<file path="config.mk">
export PLATFORM = sky130hd
export DESIGN_NAME = avm_uart_spectrum_bridge
export DESIGN_NICKNAME = d
export VERILOG_FILES = /design/src/rtl/uart_bridge_pkg.sv /design/src/rtl/uart_param_regfile.sv /design/src/rtl/avm_uart_spectrum_bridge.sv
export SDC_FILE = /design/constraint.sdc
export NUM_CORES = 1
export LEC_CHECK = 0
export ABC_AREA = 1
export CAP_MARGIN = 30
export CORE_MARGIN = 10
export CORE_UTILIZATION = 52
export CTS_CLUSTER_SIZE = 24
export DETAILED_ROUTE_END_ITERATION = 8
export PLACE_DENSITY = 0.81
export SYNTH_ARGS = -nofsm -noshare
export SYNTH_HDL_FRONTEND = slang
export SYNTH_SLANG_ARGS = --single-unit
</file>
<file path="constraint.sdc">
create_clock -name avm_clk -period 18.15 [get_ports avm_clk]
set_input_delay 1.815 -clock avm_clk [delete_from_list [all_inputs] [get_ports avm_clk]]
set_output_delay 1.815 -clock avm_clk [all_outputs]
set_load 0.02 [all_outputs]
</file>
<file path="src/rtl/uart_bridge_pkg.sv">
// rtl/uart_bridge_pkg.sv - UART register map, bridge FSM states and packet checksum
package uart_bridge_pkg;

    localparam logic [4:0] UART_RX_ADDR     = 5'h00;
    localparam logic [4:0] UART_TX_ADDR     = 5'h04;
    localparam logic [4:0] UART_STATUS_ADDR = 5'h08;
    localparam int         TX_OK_BIT        = 6;
    localparam int         RX_OK_BIT        = 7;

    localparam logic [7:0] SYNC_BYTE_DEFAULT = 8'hA5;
    localparam int         RESYNC_POLL_W     = 20;

    typedef enum logic [1:0] {
        S_POLL,
        S_RX,
        S_TX,
        S_CHK
    } bridge_state_t;

    function automatic logic [7:0] pkt_checksum(input logic [7:0] id,
                                                input logic [7:0] data_hi,
                                                input logic [7:0] data_lo);
        return id ^ data_hi ^ data_lo;
    endfunction

endpackage

</file>
<file path="src/rtl/uart_param_regfile.sv">
// rtl/uart_param_regfile.sv - 16-bit parameter registers with one-cycle update pulses
module uart_param_regfile #(
    parameter int                        NUM_PARAMS = 4,
    parameter logic [NUM_PARAMS*16-1:0]  PARAM_RST  = '0
) (
    input  logic                    avm_clk,
    input  logic                    avm_rst,
    input  logic [7:0]              i_wr_id,
    input  logic [15:0]             i_wr_data,
    input  logic                    i_wr_valid,
    output logic [NUM_PARAMS*16-1:0] o_params,
    output logic [NUM_PARAMS-1:0]   o_param_upd
);

    logic [NUM_PARAMS*16-1:0] r_params;
    logic [NUM_PARAMS-1:0]    r_upd;

    always_ff @(posedge avm_clk or posedge avm_rst) begin
        if (avm_rst) begin
            r_params <= PARAM_RST;
            r_upd    <= '0;
        end else begin
            r_upd <= '0;
            for (int i = 0; i < NUM_PARAMS; i++) begin
                if (i_wr_valid && (int'(i_wr_id) == i)) begin
                    r_params[i*16 +: 16] <= i_wr_data;
                    r_upd[i]             <= 1'b1;
                end
            end
        end
    end

    assign o_params    = r_params;
    assign o_param_upd = r_upd;

endmodule

</file>
<file path="src/rtl/avm_uart_spectrum_bridge.sv">
// rtl/avm_uart_spectrum_bridge.sv - Avalon-MM UART master: spectrum frames out, parameter packets in
module avm_uart_spectrum_bridge
    import uart_bridge_pkg::*;
#(
    parameter int                        NUM_BINS   = 16,
    parameter int                        BIN_W      = 16,
    parameter int                        NUM_PARAMS = 4,
    parameter logic [NUM_PARAMS*16-1:0]  PARAM_RST  = {16'd0, 16'd5, 16'd16383, 16'd0},
    parameter logic [7:0]                SYNC_BYTE  = SYNC_BYTE_DEFAULT
) (
    input  logic                          avm_clk,
    input  logic                          avm_rst,
    output logic [4:0]                    avm_address,
    output logic                          avm_read,
    input  logic [31:0]                   avm_readdata,
    output logic                          avm_write,
    output logic [31:0]                   avm_writedata,
    input  logic                          avm_waitrequest,
    input  logic [NUM_BINS*BIN_W-1:0]     freqs,
    input  logic                          tx_enable,
    output logic [NUM_PARAMS*16-1:0]      params,
    output logic [NUM_PARAMS-1:0]         param_upd,
    output logic [7:0]                    pkt_err_cnt
);

    localparam int SNAP_W    = NUM_BINS * BIN_W;
    localparam int FRAME_LEN = 1 + SNAP_W / 8;
    localparam int IDX_W     = $clog2(FRAME_LEN);

    bridge_state_t            r_state;
    logic [4:0]               r_address;
    logic                     r_read;
    logic                     r_write;
    logic [31:0]              r_writedata;
    logic [31:0]              r_rx_buf;
    logic [1:0]               r_rx_cnt;
    logic [IDX_W-1:0]         r_tx_idx;
    logic [SNAP_W-1:0]        r_snap;
    logic [RESYNC_POLL_W-1:0] r_idle_polls;
    logic [7:0]               r_err_cnt;

    logic                     w_done;
    logic                     w_rx_ok;
    logic                     w_tx_ok;
    logic [IDX_W-1:0]         w_byte_sel;
    logic [7:0]               w_tx_byte;
    logic                     w_pkt_ok;
    logic                     w_unused;

    assign w_done  = !avm_waitrequest;
    assign w_rx_ok = avm_readdata[RX_OK_BIT];
    assign w_tx_ok = avm_readdata[TX_OK_BIT];
    assign w_unused = ^avm_readdata[31:8];

    // Index 0 is the sync byte; the selector is clamped so the snapshot slice stays in range.
    assign w_byte_sel = (r_tx_idx == '0) ? IDX_W'(1) : r_tx_idx;
    assign w_tx_byte  = (r_tx_idx == '0) ? SYNC_BYTE
                                         : r_snap[SNAP_W - 8*int'(w_byte_sel) +: 8];

    // Buffer holds {id, data_hi, data_lo, chk} once the fourth byte is in.
    assign w_pkt_ok = (pkt_checksum(r_rx_buf[31:24], r_rx_buf[23:16], r_rx_buf[15:8]) == r_rx_buf[7:0])
                   && (int'(r_rx_buf[31:24]) < NUM_PARAMS);

    always_ff @(posedge avm_clk or posedge avm_rst) begin
        if (avm_rst) begin
            r_state      <= S_POLL;
            r_address    <= UART_STATUS_ADDR;
            r_read       <= 1'b1;
            r_write      <= 1'b0;
            r_writedata  <= '0;
            r_rx_buf     <= '0;
            r_rx_cnt     <= '0;
            r_tx_idx     <= '0;
            r_snap       <= '0;
            r_idle_polls <= '0;
            r_err_cnt    <= '0;
        end else begin
            case (r_state)
                S_POLL: begin
                    if (w_done) begin
                        if (w_rx_ok) begin
                            r_state      <= S_RX;
                            r_address    <= UART_RX_ADDR;
                            r_idle_polls <= '0;
                        end else begin
                            // A stalled partial packet is dropped so it cannot merge with the next one.
                            if (r_rx_cnt != '0) begin
                                if (&r_idle_polls) begin
                                    r_rx_cnt     <= '0;
                                    r_idle_polls <= '0;
                                end else begin
                                    r_idle_polls <= r_idle_polls + 1'b1;
                                end
                            end else begin
                                r_idle_polls <= '0;
                            end
                            if (w_tx_ok && ((r_tx_idx != '0) || tx_enable)) begin
                                r_state     <= S_TX;
                                r_read      <= 1'b0;
                                r_write     <= 1'b1;
                                r_address   <= UART_TX_ADDR;
                                r_writedata <= {24'h0, w_tx_byte};
                            end
                        end
                    end
                end
                S_RX: begin
                    if (w_done) begin
                        r_rx_buf <= {r_rx_buf[23:0], avm_readdata[7:0]};
                        if (r_rx_cnt == 2'd3) begin
                            r_rx_cnt <= '0;
                            r_state  <= S_CHK;
                            r_read   <= 1'b0;
                        end else begin
                            r_rx_cnt <= r_rx_cnt + 1'b1;
                            r_state  <= S_POLL;
                        end
                        r_address <= UART_STATUS_ADDR;
                    end
                end
                S_TX: begin
                    if (w_done) begin
                        if (r_tx_idx == '0)
                            r_snap <= freqs;
                        r_tx_idx  <= (r_tx_idx == IDX_W'(FRAME_LEN - 1)) ? '0 : r_tx_idx + 1'b1;
                        r_write   <= 1'b0;
                        r_read    <= 1'b1;
                        r_address <= UART_STATUS_ADDR;
                        r_state   <= S_POLL;
                    end
                end
                S_CHK: begin
                    if (!w_pkt_ok && (r_err_cnt != 8'hFF))
                        r_err_cnt <= r_err_cnt + 1'b1;
                    r_read  <= 1'b1;
                    r_state <= S_POLL;
                end
                default: begin
                    r_state <= S_POLL;
                end
            endcase
        end
    end

    uart_param_regfile #(
        .NUM_PARAMS (NUM_PARAMS),
        .PARAM_RST  (PARAM_RST)
    ) u_regfile (
        .avm_clk     (avm_clk),
        .avm_rst     (avm_rst),
        .i_wr_id     (r_rx_buf[31:24]),
        .i_wr_data   (r_rx_buf[23:8]),
        .i_wr_valid  ((r_state == S_CHK) && w_pkt_ok),
        .o_params    (params),
        .o_param_upd (param_upd)
    );

    assign avm_address   = r_address;
    assign avm_read      = r_read;
    assign avm_write     = r_write;
    assign avm_writedata = r_writedata;
    assign pkt_err_cnt   = r_err_cnt;

endmodule

</file>
==> impl_metrics.yaml <==
run_status:
  outcome: "finished clean"
pwr:
  leakage_nw: 11.97
  worst_ir_drop_vdd_uv: 95.46
  power.density_cell_area_nw_per_um2: 137.4
  power.share.sequential_pct: 33.9
  net-switching-power_mw: 1.338
  internal_power_mw: 2.012
  power_switching_share_pct: 39.95
  clockPowerShare_pct: 27.4
  comb_power_share_pct: 38.7
global_route:
  grt_antenna_before_repair: 17
  grt.overflow.total: 0
  grt_first_pass_wirelength_um: 89690
  grt_max_degree: 139
  first_global_vias: 16790
  gr-usage-all-layers_pct: 24.91
cts:
  clock_transition_at_the_registers_of_the_reported_paths_ns: 0.06
  inserted_clock_buffers: 42
  post_cts_resize_count: 0
  cts.repair_timing.setup_buffer_count: 0
  worst_skew_pair.late_latency_ns: 0.56
  ctsLongestPathBuffers: 3
  clk_root_buffer_cell: "clkbuf_16"
  hold_buffers: 0
  numClockSinks: 406
  tritoncts: "built"
  cts-htree-levels: 2
hold_path:
  cells_on_worst_hold_path: 2
  timing.hold.worst.start: "u_regfile.o_params[22]$_DFFE_PP1P_"
  worstHoldPathType: "flip-flop to flip-flop"
critical_path:
  required_ns: 18.59
  worst_r2r_path_depth: 17
  r2r_start: "r_tx_idx[0]$_DFFE_PP0P_"
  worst-setup-path-type: "flip-flop to flip-flop"
  critPathArrivalTime_ns: 6.02
  timing.critical_path.fanout_max: 81
  start_kind: "flip-flop"
  cp-startpoint: "r_tx_idx[0]$_DFFE_PP0P_"
  timing.critical_path.to_type: "flip-flop"
timing:
  report.final.slew_viol_count: 0
  finalCritPeriodShare_pct: 30.72
  worst_max_slew_margin_expressed_relative_to_the_limit_pct: 31.94
  clock-skew-final_ns: 0.02185
  worst_tran_pin_value_ns: 1.017
  final_hold_viol_count: 0
  min_period_ns: 5.576
  setup_viol: 0
  timing.fmax_mhz: 179.3
  finalSetupTns_ns: 0
  rsz0062_at_grt: "no"
  whs_ns: 0.4664
floorplan:
  floorplan.die_area_um2: 45070
  floorplan.die.width_um: 212.3
  fp-row-count: 70
  placeable_core_region_um2: 36520
  initial_utilization_pct: 52.65
  die-height_um: 212.3
  io_pins: 407
synth:
  synth_warnings: 0
  synth_largest_type_area_fraction_pct: 50.49
  synth_cell_type_count: 40
  netlist_top_cells_area: "dfrtp_1 (50%), nand3_1 (8.5%), a21oi_1 (7.1%)"
  share_of_synthesized_cell_area_in_full_adder_half_adder_and_majority_cells_pct: 0.7158
  ys_seq_elements: 406
  synth-compound-area-share_pct: 9.975
  simple_gate_fraction_of_synth_area_pct: 21.00
  post_synth_mux_area_share_pct: 4.217
  synth_edf_count: 0
  cell_count_after_synthesis: 2252
  synth_xor_xnor_area_share_pct: 1.776
  synthesis.area_per_instance_um2: 8.538
  postSynth.asyncResetShare_pct: 100.0
  synth_top_family_by_area: "simple AND/OR/NAND/NOR gates"
  synth_seq_area_share_pct: 52.95
  post-synth-top-area-cell: "dfrtp_1"
  total_standard_cell_area_after_synthesis_um2: 19230
  yosys_most_used_dff: "dfrtp_1"
route:
  antenna_left: 0
  drcViolationCount: 0
  mean_routed_wirelength_per_cell_um: 18.79
  routed_wirelength_um: 57240
  viasPerCell: 5.459
  first_pass_iters: 6
  drt_first_iter_violations: 1464
  via_count: 16635
placed_design:
  post-dp-hpwl_um: 39750
  placer_s_final_routability_congestion_estimate: 0.8841
  portBuffers: 355
job:
  max_cap_viol_count: 0
finish:
  final_nets: 2834
  area_growth_syn_to_layout_pct: 26.81
  layout.cells.most_common_list: "dfrtp_1 (388), clkdlybuf4s50_1 (355), nand3_1 (324)"
  most_common_cell_after_layout_fill_and_taps_aside: "dfrtp_1"
  layout-drive-gt1-share_pct: 8.538
[cell usage after synthesis (4+ instances only)]
| library cell | number |
|---|---|
| buf_2 | 58 |
| nand3_1 | 325 |
| mux2_2 | 72 |
| a21oi_1 | 271 |
| clkbuf_1 | 63 |
| o211ai_1 | 6 |
| dfrtp_1 | 388 |
| ha_1 | 11 |
| dfstp_2 | 18 |
| nor3_1 | 12 |
| nand2_2 | 6 |
| buf_4 | 33 |
| nor2_1 | 258 |
| o21ai_0 | 88 |
| nand4_1 | 9 |
| xor2_1 | 19 |
| or2_2 | 4 |
| nor4_2 | 5 |
| xnor2_1 | 20 |
| inv_2 | 8 |
| buf_1 | 9 |
| inv_1 | 247 |
| clkbuf_2 | 4 |
| nand2_1 | 292 |
[final timing paths]
check	slack (ns)	end
setup reg to reg	12.57	avm_writedata[3]$_DFFE_PP0P_
hold reg to reg	0.47	u_regfile.o_params[22]$_DFFE_PP1P_
min in group asynchronous	1.87	r_snap[125]$_DFFE_PP0P_
setup / recovery	12.57	avm_writedata[3]$_DFFE_PP0P_
hold / removal	0.47	u_regfile.o_params[22]$_DFFE_PP1P_
max in group asynchronous	14.04	r_snap[60]$_DFFE_PP0P_
[layout make-up]
| type | instances | area [um^2] |
|---|---|---|
| fillers | 2847 | 12140 |
| multi-input cells | 1449 | 7377 |
| clock buffers | 57 | 1219 |
| clock inverters | 21 | 261.5 |
| well taps | 468 | 585.6 |
| repair buffers | 377 | 3759 |
| flip-flops and latches | 406 | 10180 |
| diodes | 14 | 35.03 |
| inverters | 255 | 964.7 |
[cell families after synthesis]
family	after synthesis
buffers and inverters	423
DFF	406
xor gates and xnor gates	39
adders and majority gates	11
AOI/OAI and AO/OA	376
muxes	72
other	1
and+or+nand+nor	924
[worst max-delay path, stage by stage, from the launching register on]
cell	delay, ns
dfrtp_1	0.40
inv_2	0.05
buf_4	0.62
ha_1	0.32
nand3_2	0.40
buf_4	0.49
nand2_4	0.72
inv_2	0.22
ha_2	0.35
inv_2	0.39
buf_4	0.61
a21oi_1	0.07
o21ai_0	0.11
nand3_1	0.23
nand3_1	0.16
nand3_1	0.09
nand3_1	0.11
nand2_1	0.07
[power groups by stage]
stage | logic, mW | registers [mW] | clock network (mW)
after CTS | 1.28 | 1.13 | 0.928
after global routing | 1.42 | 1.15 | 0.968
after detailed placement | 1.26 | 1.15 | 0
final | 1.30 | 1.14 | 0.919
after floorplan | 0.857 | 1.11 | 0
after global placement | 1.24 | 1.14 | 0
[routing by layer]
metal / track usage [%] / vias to the layer above / part of all wire, % / wire, um
met5: 0 / - / 0.082 / 47
met4: 11.08 / 6 / 3.7 / 2116
met3: 6.420 / 127 / 8.6 / 4929
met2: 41.09 / 696 / 49 / 27760
met1: 30.26 / 7978 / 39 / 22380
li1: - / 7828 / - / -
[sequential cells by signal, indices dropped and copies added (netlist names)]
register,cells
avm_read,1
avm_writedata,8
pkt_err_cnt,8
r_rx_buf,32
u_regfile.o_params,64
r_snap,256
avm_address,2
r_tx_idx,6
avm_write,1
r_rx_cnt,2
r_idle_polls,20
u_regfile.o_param_upd,4
r_state,2
[stage by stage]
stage	area (um^2)	total power [mW]	std cells	setup WS (ns)	utilization (%)
final	24380	3.351	3047	12.57	66.76
after floorplan	19330	1.971	2278	5.070	-
after global placement	22810	2.376	2953	12.68	62.46
after CTS	24290	3.340	3031	12.58	66.52
after global routing	24380	3.540	3045	12.23	66.75
after detailed placement	22810	2.411	2953	12.60	62.46
No activity file was read; power rests on OpenSTA's default activity.
